### src/rtl/priority_mux.sv
// priority_mux: registered non-preemptive priority arbiter steering the granted requester's data to one output.
module priority_mux #(
    parameter int N_PRIORITY_WIDTH = 3,
    parameter int N_SIGNAL_WIDTH   = 8,
    parameter int N_SIGNALS        = 8
) (
    input  logic                                   clk,
    input  logic                                   rst,
    input  logic [N_PRIORITY_WIDTH*N_SIGNALS-1:0]  priorities_in,
    input  logic [N_SIGNAL_WIDTH*N_SIGNALS-1:0]    signals_in,
    output logic [N_SIGNAL_WIDTH-1:0]              signal_out,
    input  logic [N_SIGNALS-1:0]                   signal_req,
    output logic [N_SIGNALS-1:0]                   signal_ack,
    output logic                                   busy
);
    localparam int IW = $clog2(N_SIGNALS);
    typedef enum logic {IDLE, GRANT} state_t;
    state_t                    state_q, state_d;
    logic [IW-1:0]             winner_q, winner_d, sel;
    logic [N_SIGNAL_WIDTH-1:0] out_q, out_d;
    logic [N_SIGNALS-1:0]      ack_q, ack_d;
    logic                      busy_q, busy_d;
    logic [N_PRIORITY_WIDTH-1:0] best;
    logic                      found, grant_now, hold;
    // strict '>' keeps the lowest index on a priority tie
    always_comb begin
        sel   = '0;
        best  = '0;
        found = 1'b0;
        for (int i = 0; i < N_SIGNALS; i++)
            if (signal_req[i] && (!found || priorities_in[i*N_PRIORITY_WIDTH +: N_PRIORITY_WIDTH] > best)) begin
                found = 1'b1;
                best  = priorities_in[i*N_PRIORITY_WIDTH +: N_PRIORITY_WIDTH];
                sel   = IW'(i);
            end
    end
    always_ff @(posedge clk) begin
        if (rst) begin
            state_q  <= IDLE;
            winner_q <= '0;
            out_q    <= '0;
            ack_q    <= '0;
            busy_q   <= 1'b0;
        end else begin
            state_q  <= state_d;
            winner_q <= winner_d;
            out_q    <= out_d;
            ack_q    <= ack_d;
            busy_q   <= busy_d;
        end
    end
    always_comb begin
        grant_now = (state_q == IDLE) && (|signal_req);
        hold      = (state_q == GRANT) && signal_req[winner_q];
        state_d   = (grant_now || hold) ? GRANT : IDLE;
        winner_d  = grant_now ? sel : winner_q;
    end
    always_comb begin
        out_d  = (grant_now || hold) ? signals_in[winner_d*N_SIGNAL_WIDTH +: N_SIGNAL_WIDTH] : out_q;
        ack_d  = grant_now ? ({{(N_SIGNALS-1){1'b0}}, 1'b1} << sel) : (hold ? ack_q : '0);
        busy_d = grant_now || hold;
    end
    assign signal_out = out_q;
    assign signal_ack = ack_q;
    assign busy       = busy_q;
endmodule

### config.mk
export PLATFORM = sky130hd
export DESIGN_NAME = priority_mux
export DESIGN_NICKNAME = d
export VERILOG_FILES = /design/src/rtl/priority_mux.sv
export SDC_FILE = /design/constraint.sdc
export NUM_CORES = 1
export LEC_CHECK = 0
export CELL_PAD_IN_SITES_DETAIL_PLACEMENT = 0
export CELL_PAD_IN_SITES_GLOBAL_PLACEMENT = 2
export CORE_MARGIN = 5
export CORE_UTILIZATION = 23
export DETAILED_ROUTE_END_ITERATION = 12
export PLACE_DENSITY_LB_ADDON = 0.1
export REMOVE_ABC_BUFFERS = 1
export SLEW_MARGIN = 20
export SYNTH_ARGS = -nofsm -noshare
export SYNTH_HDL_FRONTEND = slang
export SYNTH_SLANG_ARGS = --single-unit
### constraint.sdc
create_clock -name clk -period 14.1 [get_ports clk]
set_clock_uncertainty 0.05 [all_clocks]
set_input_delay 1.41 -clock clk [delete_from_list [all_inputs] [get_ports clk]]
set_output_delay 1.41 -clock clk [all_outputs]
set_load 0.01 [all_outputs]
==> reports/results.tsv, run 1 <==
stage	metric	value	unit
logic_synthesis	area leader, netlist	dfxtp_1	
die	Core Rows	37	
critical_path	cell mode on critical path	ha_1	
clock_tree	clock sinks	20	
place	routability cong.	0.738	
critical_path	Reg-to-Reg Start	winner_q[0]$_SDFF_PP0_	
pwr	PwrDens	124	nW/um^2
timing	Final Hold Fails	0	
pwr	total power	0.461	mW
logic_synthesis	EDFF count, synth	0	
logic_synthesis	Area contributors post-synth	dfxtp_1 (16%), ha_1 (11%), o211ai_1 (10%)	
clock_tree	post-CTS sizing	0	
hold_path	Hold Crit Class	reg -> reg	
layout	share of cells above drive strength 1	7.48	%
logic_synthesis	largest family of logic cells by synthesized area	compound AO/OA/AOI/OAI gates	
logic_synthesis	synthesis warning total	0	
logic_synthesis	XOR/XNOR Fraction of Synth Area	0	%
clock_tree	CTS H-tree depth	1	
layout	final core utilization	35.9	%
status	outcome	finished clean	
drt	drt wl/cell	16.2	um
timing	RSZ-0062 raised after global routing	false	
logic_synthesis	ys async rst share	0	%
die	die area	12800	sq um
timing	Slew Viols, Final	0	
layout	Final Non-Filler Cells	537	
layout	nets	521	
grt	gr usage total	13.2	%
critical_path	Critical Path RT	14.18	ns
clock_tree	CTS Buffer Depth	2	
clock_tree	Post-CTS Hold Fix Bufs	0	
critical_path	Worst path slowest cell	a21o_1	
logic_synthesis	Synth Area in Compound Gates	28.2	%
clock_tree	CTS tree	done	
logic_synthesis	Netlist cell types	55	
grt	initial antenna violation count	0	
layout	Area Overhead vs Synth	51.7	%
clock_tree	CTS Root Cell	clkbuf_8	
die	Initial Utilization	23.6	%
critical_path	CP endpoint kind	flop	
logic_synthesis	Mapped Area	2450	sq um
logic_synthesis	Commonest cells post-synth	inv_1 (35), o211ai_1 (33), mux2i_1 (23), nor2_1 (23), a21oi_1 (22)	
critical_path	Critical path origin	signal_req[0]	
clock_tree	Post-CTS Setup Inserts	0	
grt	Overflow after GRT	0	
hold_path	Hold Path Origin	signal_ack[1]$_SDFFE_PP0P_	
logic_synthesis	Mapped Avg Cell Area	8.28	sq um
pwr	static leakage	1.54	nW
layout	Ant. Diodes	0	
drt	number of DRC markers in iteration 0	70	
die	total core area	10400	sq um
critical_path	Setup crit start kind	input port	
timing	hold slack	0.418	ns
logic_synthesis	synthesis-stage register bit count	20	
drt	DR vias/cell	4.82	
drt	total number of vias	2589	
drt	DRT Wirelength	8.72	mm
timing	setup TNS	0	ns
timing	period utilization	88.0	%
drt	router iterations before antenna repair	5	
timing	Final min period	12.40	ns
place	Cells after DPL	533	
place	post-DP HPWL	6.89	mm
grt	vias in the first global route	2687	
die	Die Width	113	um
logic_synthesis	most frequent cell after synthesis	inv_1	
logic_synthesis	Top FF cell, synth	dfxtp_1	
grt	first-pass GRT wire length	13.9	mm
critical_path	type of the worst setup path	in -> reg	
die	Die Height	113	um
critical_path	Largest stage delay, worst path	0.62	ns
flow_run	Max-Cap Viols	0	
critical_path	Max FO, Critical Path	17	
clock_tree	Num CTS Buffers	3	
clock_tree	Worst-Skew Late Latency	0.26	ns
logic_synthesis	post-synth top area share	16.3	%
timing	Setup-failing EPs final	0	
logic_synthesis	simple-gate area share of the yosys netlist	15.6	%
critical_path	Worst EP arrival	12.49	ns
die	boundary pin count	115	
logic_synthesis	sequential-to-total area share from yosys stat	16.3	%
clock_tree	clk slew on worst S/H paths	0.09	ns
drt	Antenna Nets Post-Route	0	
grt	largest net degree at the start of global routing	34	
timing	max_slew headroom	38.2	%
timing	Fmax	80.6	MHz
logic_synthesis	mux cell area share after synthesis	18.3	%
pwr	Max VDD drop	0.0000445	V
place	Port Buffers	114	
drt	drc violations	0	
timing	slew of the pin with the lowest slew margin	0.924	ns
logic_synthesis	adder-cell share of the synthesized area	10.7	%
logic_synthesis	Syn Inst Count	296	
placed cells by master (no fill, tap or decap), types with 2 or more instances in the layout:
| master | count |
|---|---|
| or2_1 | 3 |
| inv_1 | 35 |
| nand3b_1 | 3 |
| a21o_1 | 4 |
| ha_1 | 21 |
| nand2_1 | 14 |
| a22oi_1 | 4 |
| clkbuf_8 | 3 |
| nand4_1 | 2 |
| nor2b_1 | 3 |
| mux2_1 | 2 |
| mux2i_1 | 23 |
| nand3_1 | 6 |
| and2_1 | 2 |
| nor2_1 | 23 |
| mux2_2 | 13 |
| clkdlybuf4s50_1 | 114 |
| a32oi_1 | 2 |
| dfxtp_1 | 20 |
| a2111oi_1 | 7 |
| o21ai_1 | 3 |
| o211ai_1 | 33 |
| and3_1 | 4 |
| a222oi_1 | 2 |
| a21oi_1 | 22 |
| buf_4 | 3 |
| a211oi_1 | 2 |
| and3b_1 | 2 |
| o21a_1 | 2 |
metal layers:
layer  global-route usage [%]  share of wire, %
met1                     17.1                46
met2                     22.7                47
met3                     2.62               6.1
met4                     2.72              0.70
met5                        0                 0
stage by stage:
step	cell area, sq um	worst slack (ns)
2_1_floorplan	2320	3.23
3_3_place_gp	3650	1.54
3_5_place_dp	3650	1.32
4_1_cts	3720	1.57
5_1_grt	3720	0.708
6_report	3720	1.70
state kept, by name, summed over array words and instances, names as in the netlist:
register and count:
signal_ack 8, signal_out 8, state_q 1, winner_q 3
final cells by class:
class	count	area, sq um
Clock buffer	3	41.3
Clock inverter	1	30.0
Fill cell	1092	6650
Inverter	35	131
Multi-Input combinational cell	225	1780
Sequential cell	20	400
Tap cell	136	170
Timing Repair Buffer	117	1160
worst max-delay path, delay by kind of cell:
kind,cells,cell delay (ns)
compound gates,19,4.78
fa+ha+maj,7,1.99
mux,5,1.90
simple gates,11,1.63
buf+inv,3,0.75
worst paths after layout:
kind                                     end  slack (ns)  cells after the start
setup / recovery  signal_out[1]$_SDFFE_PP0P_        1.70                     45
hold / removal    signal_ack[1]$_SDFFE_PP0P_        0.42                      2
setup reg to reg  signal_out[1]$_SDFFE_PP0P_       11.47                      6
hold reg to reg   signal_ack[1]$_SDFFE_PP0P_        0.42                      2
cell families (layout without fill, tap and decap cells):
kind of cell,count (synthesis),count (layout)
buffers and inverters,51,156
and+or+nand+nor,71,71
adders and majority gates,21,21
muxes,40,40
AOI/OAI and AO/OA,93,93
DFF,20,20
report_power, final:
group | internal (mW) | switching [mW]
registers | 0.0723 | 0.00983
clock network | 0.0379 | 0.0211
logic | 0.153 | 0.166
Power figures use the tool's default switching activity.
==> run 2, diff against run 1 <==
CELL_PAD_IN_SITES_GLOBAL_PLACEMENT = 1   (was 2)
CORE_UTILIZATION = 30   (was 23)
MAX_ROUTING_LAYER = met4   (was unset)
==> reports/results.tsv, run 2 (same netlist as run 1, synthesis figures left out) <==
stage	metric	value	unit	change
timing	max_slew headroom	34.0	%	was 38.2%
critical_path	worst reg-to-reg path cell count	6		unchanged
timing	Slew Viols, Final	0		unchanged
layout	post-route cell area	3650	sq um	was 3720 sq um
place	routability cong.	0.804		was 0.738
clock_tree	CTS Buffer Depth	2		unchanged
critical_path	CP bufs+invs	3		unchanged
place	dpl ws	1.13	ns	was 1.32 ns
grt	gr usage total	15.7	%	was 13.2%
clock_tree	CTS Root Cell	clkbuf_8		unchanged
timing	slew of the pin with the lowest slew margin	0.991	ns	was 0.924 ns
drt	Antenna Nets Post-Route	0		unchanged
critical_path	Reg-to-Reg Start	state_q$_SDFF_PP0_		was winner_q[0]$_SDFF_PP0_
drt	DR vias/cell	5.13		was 4.82
drt	drt wl/cell	15.7	um	was 16.2 um
layout	most frequent cells in the layout	clkdlybuf4s50_1 (114), inv_1 (35), o211ai_1 (33)		unchanged
place	Cells after DPL	500		was 533
layout	Final Non-Filler Cells	504		was 537
timing	period utilization	90.3	%	was 88.0%
grt	initial antenna violation count	0		unchanged
critical_path	Largest stage delay, worst path	0.59	ns	was 0.62 ns
place	cell area after placement	3600	sq um	was 3650 sq um
clock_tree	clk slew on worst S/H paths	0.08	ns	was 0.09 ns
die	Core Rows	33		was 37
timing	RSZ-0062 raised after global routing	false		unchanged
drt	total number of vias	2584		was 2589
drt	router iterations before antenna repair	5		unchanged
layout	nets	519		was 521
critical_path	Max FO, Critical Path	33		was 17
pwr	PwrDens	120	nW/um^2	was 124 nW/um^2
grt	first-pass GRT wire length	12.7	mm	was 13.9 mm
status	outcome	finished clean		unchanged
layout	final core utilization	45.1	%	was 35.9%
clock_tree	post-CTS sizing	0		unchanged
critical_path	reg2reg end	signal_out[2]$_SDFFE_PP0P_		was signal_out[1]$_SDFFE_PP0P_
pwr	Max VDD drop	0.0000429	V	was 0.0000445 V
critical_path	Critical Path RT	14.19	ns	was 14.18 ns
hold_path	Hold Crit Class	reg -> reg		unchanged
layout	FILL cells	859		was 1092
timing	Final Hold Fails	0		unchanged
clock_tree	Num CTS Buffers	3		unchanged
critical_path	CP top delay family	compound AO/OA/AOI/OAI gates		unchanged
drt	drc violations	0		unchanged
drt	number of DRC markers in iteration 0	77		was 70
die	Initial Utilization	30.3	%	was 23.6%
layout	most common cell after layout, fill and taps aside	clkdlybuf4s50_1		unchanged
layout	share of cells above drive strength 1	7.02	%	was 7.48%
clock_tree	Worst-Skew Late Latency	0.26	ns	about the same
clock_tree	CTS H-tree depth	1		unchanged
timing	Final min period	12.74	ns	was 12.40 ns
clock_tree	CTS tree	done		unchanged
timing	final worst-path setup slack	1.36	ns	was 1.70 ns
critical_path	type of the worst setup path	in -> reg		unchanged
timing	Setup-failing EPs final	0		unchanged
critical_path	CP endpoint kind	flop		unchanged
critical_path	Worst EP arrival	12.83	ns	was 12.49 ns
critical_path	Critical path origin	signal_req[0]		unchanged
critical_path	Setup crit start kind	input port		unchanged
place	post-DP HPWL	6.33	mm	was 6.89 mm
layout	Area Overhead vs Synth	48.9	%	was 51.7%
place	Port Buffers	114		unchanged
timing	setup TNS	0	ns	unchanged
pwr	static leakage	1.53	nW	was 1.54 nW
critical_path	CP Depth	46		was 45
flow_run	Max-Cap Viols	0		unchanged
die	die area	10100	sq um	was 12800 sq um
drt	DRT Wirelength	7.92	mm	was 8.72 mm
critical_path	Reg2Reg Setup Slack	11.10	ns	was 11.47 ns
clock_tree	clock sinks	20		unchanged
die	Die Width	100	um	was 113 um
die	boundary pin count	115		unchanged
layout	Ant. Diodes	0		unchanged
critical_path	Worst path slowest cell	clkdlybuf4s50_1		was a21o_1
grt	largest net degree at the start of global routing	34		unchanged
clock_tree	Post-CTS Setup Inserts	0		unchanged
critical_path	cell mode on critical path	ha_1		unchanged
critical_path	worst setup path endpoint	signal_out[2]$_SDFFE_PP0P_		was signal_out[1]$_SDFFE_PP0P_
die	total core area	8090	sq um	was 10400 sq um
timing	Fmax	78.5	MHz	was 80.6 MHz
die	Die Height	100	um	was 113 um
grt	vias in the first global route	2619		was 2687
grt	Overflow after GRT	0		unchanged
clock_tree	Post-CTS Hold Fix Bufs	0		unchanged
[run 2: area by class of cell]
cell class	instances	area [sq um]	area share (%)
Tap cell	105	131	3.60
Clock buffer	4	55.1	1.51
Timing Repair Buffer	115	1150	31.5
Multi-Input combinational cell	225	1780	48.9
Inverter	35	131	3.60
Sequential cell	20	400	11.0
[run 2: per-layer routing]
layer / share of wire [%] / GRT usage [%]
met5: 0 / -
met4: 0.82 / 3.11
met2: 45 / 25.6
met3: 6.2 / 2.15
met1: 48 / 20.8
[run 2: worst min path at each step]
stage | start | endpoint | slack [ns] | depth (start not counted)
6_report | signal_ack[0]$_SDFFE_PP0P_ | signal_ack[0]$_SDFFE_PP0P_ | 0.41 | 2
2_1_floorplan | signal_ack[0]$_SDFFE_PP0P_ | signal_ack[0]$_SDFFE_PP0P_ | 0.42 | 2
3_3_place_gp | signal_ack[0]$_SDFFE_PP0P_ | signal_ack[0]$_SDFFE_PP0P_ | 0.40 | 2
3_5_place_dp | signal_ack[0]$_SDFFE_PP0P_ | signal_ack[0]$_SDFFE_PP0P_ | 0.40 | 2
4_1_cts | signal_ack[0]$_SDFFE_PP0P_ | signal_ack[0]$_SDFFE_PP0P_ | 0.41 | 2
5_1_grt | signal_ack[1]$_SDFFE_PP0P_ | signal_ack[1]$_SDFFE_PP0P_ | 0.43 | 2
[run 2: where the power goes]
group	internal (mW)	switching, mW	total (mW)	leakage, nW
registers	0.0723	0.00917	0.0815	0.165
clock network	0.0249	0.0203	0.0452	0.0288
logic	0.151	0.160	0.311	1.33
total	0.248	0.190	0.438	1.53
[run 2: tightest hold or removal path: stages, from the launching register on]
cell     delay, ns
dfxtp_1       0.32
nand2_1       0.05
a21oi_1       0.05
[run 2: stage by stage]
stage / hold WS (ns) / total power, mW
2_1_floorplan: 0.424 / 0.285
3_3_place_gp: 0.398 / 0.395
3_5_place_dp: 0.399 / 0.396
4_1_cts: 0.411 / 0.444
5_1_grt: 0.431 / 0.477
6_report: 0.406 / 0.438
==> run 3, diff against run 2 <==
CAP_MARGIN = 15   (was unset)
CTS_CLUSTER_DIAMETER = 60   (was unset)
MAX_ROUTING_LAYER = unset   (was met4)
==> reports/results.tsv, run 3 (same netlist as run 1, synthesis figures left out) <==
stage	metric	value	unit	change
status	outcome	finished clean		unchanged
layout	most common cell after layout, fill and taps aside	clkdlybuf4s50_1		unchanged
die	Die Width	100	um	unchanged
critical_path	type of the worst setup path	in -> reg		unchanged
critical_path	CP endpoint kind	flop		unchanged
clock_tree	CTS tree	done		unchanged
place	Cells after DPL	500		unchanged
grt	initial antenna violation count	0		unchanged
grt	largest net degree at the start of global routing	34		unchanged
timing	RSZ-0062 raised after global routing	false		unchanged
die	boundary pin count	115		unchanged
place	post-DP HPWL	6.33	mm	unchanged
drt	DR vias/cell	5.13		unchanged
timing	max_slew headroom	34.8	%	was 34.0%
die	total core area	8090	sq um	unchanged
critical_path	Setup crit start kind	input port		unchanged
clock_tree	CTS Buffer Depth	2		unchanged
layout	final core utilization	45.1	%	unchanged
timing	setup TNS	0	ns	unchanged
clock_tree	Post-CTS Hold Fix Bufs	0		unchanged
layout	Area Overhead vs Synth	48.9	%	unchanged
clock_tree	post-CTS sizing	0		unchanged
layout	Final Non-Filler Cells	504		unchanged
layout	share of cells above drive strength 1	7.02	%	unchanged
hold_path	Hold Crit Class	reg -> reg		unchanged
clock_tree	Worst-Skew Late Latency	0.26	ns	about the same
grt	vias in the first global route	2635		was 2619
critical_path	Worst path slowest cell	clkdlybuf4s50_1		unchanged
critical_path	Largest stage delay, worst path	0.59	ns	about the same
critical_path	Worst EP arrival	12.82	ns	was 12.83 ns
drt	Antenna Nets Post-Route	0		unchanged
timing	Slew Viols, Final	0		unchanged
critical_path	Max FO, Critical Path	33		unchanged
timing	period utilization	90.2	%	was 90.3%
drt	router iterations before antenna repair	6		was 5
die	Die Height	100	um	unchanged
critical_path	Critical Path RT	14.19	ns	about the same
drt	number of DRC markers in iteration 0	87		was 77
grt	gr usage total	15.2	%	was 15.7%
pwr	PwrDens	120	nW/um^2	about the same
critical_path	cell mode on critical path	ha_1		unchanged
drt	drc violations	0		unchanged
timing	Setup-failing EPs final	0		unchanged
grt	Overflow after GRT	0		unchanged
timing	slew of the pin with the lowest slew margin	0.978	ns	was 0.991 ns
pwr	Max VDD drop	0.0000433	V	was 0.0000429 V
layout	Ant. Diodes	0		unchanged
timing	Final min period	12.72	ns	was 12.74 ns
grt	first-pass GRT wire length	12.7	mm	about the same
place	routability cong.	0.793		was 0.804
clock_tree	Num CTS Buffers	3		unchanged
clock_tree	CTS H-tree depth	1		unchanged
place	Port Buffers	114		unchanged
drt	total number of vias	2584		unchanged
clock_tree	Post-CTS Setup Inserts	0		unchanged
layout	nets	519		unchanged
drt	DRT Wirelength	7.93	mm	was 7.92 mm
timing	Final Hold Fails	0		unchanged
die	Initial Utilization	30.3	%	unchanged
pwr	static leakage	1.53	nW	unchanged
clock_tree	clk slew on worst S/H paths	0.08	ns	about the same
clock_tree	clock sinks	20		unchanged
flow_run	Max-Cap Viols	0		unchanged
layout	most frequent cells in the layout	clkdlybuf4s50_1 (114), inv_1 (35), o211ai_1 (33)		unchanged
drt	drt wl/cell	15.7	um	about the same
die	Core Rows	33		unchanged
die	die area	10100	sq um	unchanged
timing	Fmax	78.6	MHz	was 78.5 MHz
clock_tree	CTS Root Cell	clkbuf_8		unchanged
## run 3: final timing paths
check             slack, ns                         end                        from  depth (start not counted)
setup reg to reg      11.10  signal_out[2]$_SDFFE_PP0P_          state_q$_SDFF_PP0_                          6
hold reg to reg        0.41  signal_ack[0]$_SDFFE_PP0P_  signal_ack[0]$_SDFFE_PP0P_                          2
setup / recovery       1.38  signal_out[2]$_SDFFE_PP0P_               signal_req[0]                         46
hold / removal         0.41  signal_ack[0]$_SDFFE_PP0P_  signal_ack[0]$_SDFFE_PP0P_                          2
## run 3: stage by stage
step / total power [mW] / area (sq um) / hold slack [ns] / setup slack (ns)
detailed placement: 0.396 / 3600 / 0.399 / 1.13
floorplan: 0.285 / 2320 / 0.424 / 3.23
global route: 0.477 / 3650 / 0.431 / 0.337
global placement: 0.395 / 3600 / 0.398 / 1.33
finish: 0.438 / 3650 / 0.407 / 1.38
CTS: 0.444 / 3650 / 0.411 / 1.38
## run 3: power by group
part,switching (mW),internal [mW]
Clock,0.0205,0.0249
Sequential,0.00911,0.0723
Combinational,0.160,0.151
Total,0.190,0.248
## run 3: layer usage
layer	part of all wire (%)	vias to the layer above	global-route usage, %
li1	-	1317	-
met1	48	1166	20.5
met2	45	97	25.8
met3	6.3	4	2.29
met4	0.66	0	3.11
met5	0	-	0
## run 3: cell type report
type / count / area (sq um)
Tap cell: 105 / 131
Sequential cell: 20 / 400
Timing Repair Buffer: 115 / 1150
Inverter: 35 / 131
Multi-Input combinational cell: 225 / 1780
Fill cell: 859 / 4440
Clock buffer: 4 / 55.1
## run 3: critical path, delay by kind of cell
kind	cells	cell delay (ns)
compound gates	18	4.57
fa+ha+maj	7	1.98
buf+inv	3	0.74
mux	6	1.97
simple gates	12	2.11
==> RTL change (config.mk and constraints of run 2) <==
Set the parameter `N_PRIORITY_WIDTH` to 4 (it was 3).
--- a/src/rtl/priority_mux.sv
+++ b/src/rtl/priority_mux.sv
@@ -2,3 +2,3 @@
 module priority_mux #(
-    parameter int N_PRIORITY_WIDTH = 3,
+    parameter int N_PRIORITY_WIDTH = 4,
     parameter int N_SIGNAL_WIDTH   = 8,
Interface: changed (resized priorities_in); port bits go from 115 to 123. No check against the original RTL was run, so the function may have changed too.
==> RTL change against run 2 <==
Final area is 7.1% higher; maximum frequency fell by 4.2%; clock power decreased by 4%; synthesized cell count fell by 0.68%; combinational power decreased by 4%; routed wire length is 8.6% higher; critical path depth rose by 1; sequential cell count unchanged; sequential share of layout area shrank 0.73 points; total power down 3.8%; area after synthesis increased by 4.4%; final cell count grew 2.2%; worst setup slack lost 0.56 ns; critical endpoint is now signal_out[5]; largest cell class unchanged; largest power group unchanged.
==> RTL change: results (changes against run 2) <==
syn_inst: 294  # -0.68%
regToRegEndpoint: "signal_out[5]"
drive_gt1_frac: 0.1293  # +0.05909
dr.pass1.iters: 4  # -1
ys_top_cells_by_count: "mux2i_1, inv_1, ha_1, nor2_1, dfxtp_1"
rr_worst_depth: 8  # +2
hp-start: "signal_ack[2]"
wl_per_cell_um: 16.71  # +6.3%
arrival_ns: 13.36  # +0.53 ns
leakage_nw: 1.654  # +8.3%
syn_to_final_growth_pct: 52.74
synth-seq-area-share: 0.1564  # -0.006863
place.gp.congestion: 0.8411  # +4.6%
final_nets: 545  # +5.0%
grt_util_all_layers: 0.1593  # +0.002145
vias: 2608  # +0.93%
port-buffer-count: 122  # +7.0%
dp_hpwl_mm: 7.214  # +14%
dp_cells: 511  # +2.2%
tightest_slew_ns: 0.9619  # -0.02867 ns
fillers: 817  # -4.9%
status: "finished, final reports clean"
place_ws_ns: 0.5401  # -0.5867 ns
synth.distinct_cells: 50  # -9.1%
finalNonFillerCells: 515  # +2.2%
synthTopCellsByArea: "dfxtp_1, ha_1, mux2i_1"
ir_worst_vdd_v: 0.00006527  # +52%
critPathMaxStageDelay_ns: 0.77  # +0.18 ns
crit_fanout: 18  # -45%
-- RTL change: cell families (layout without fill, tap and decap cells) --
kind of cell             after synthesis  after routing  share of synthesized area
flip-flops                            20             20                     0.1564
multiplexers                          59             59                     0.2556
buffers and inverters                 42            158                    0.07380
AND/OR/NAND/NOR                       75             75                     0.1481
adder cells (fa/ha/maj)               28             28                     0.1369
AO/OA/AOI/OAI                         70             70                     0.2292
-- RTL change: power by group through the flow --
stage	clock, mW	sequential [mW]	combinational (mW)
final	0.0434	0.0788	0.299
after global routing	0.0475	0.0805	0.327
after CTS	0.0450	0.0789	0.303
after detailed placement	0	0.0801	0.301
after global placement	0	0.0804	0.299
after floorplan	0	0.0836	0.192
-- RTL change: worst max path at each step --
stage	end	slack, ns	cells after the start
floorplan	signal_out[0]	2.38	44
detailed placement	signal_out[5]	0.54	47
CTS	signal_out[5]	0.78	47
global route	signal_out[2]	0.01	48
finish	signal_out[5]	0.80	47
global placement	signal_out[5]	0.82	47
-- RTL change: per-layer routing --
metal | routed length, um | share of wire | global-route usage | up-vias
li1 | - | - | - | 1321
met1 | 4105 | 0.48 | 0.2203 | 1199
met2 | 3898 | 0.45 | 0.2564 | 86
met3 | 579 | 0.067 | 0.02594 | 2
met4 | 22 | 0.0026 | 0.01009 | 0
met5 | 0 | 0 | - | -
-- RTL change: final cells by class --
| class | count | share of cell area |
|---|---|---|
| Multi-Input combinational cell | 232 | 0.5040 |
| Sequential cell | 20 | 0.1024 |
| Inverter | 29 | 0.02784 |
| Timing Repair Buffer | 125 | 0.3181 |
| Clock buffer | 4 | 0.01408 |
| Tap cell | 105 | 0.03360 |
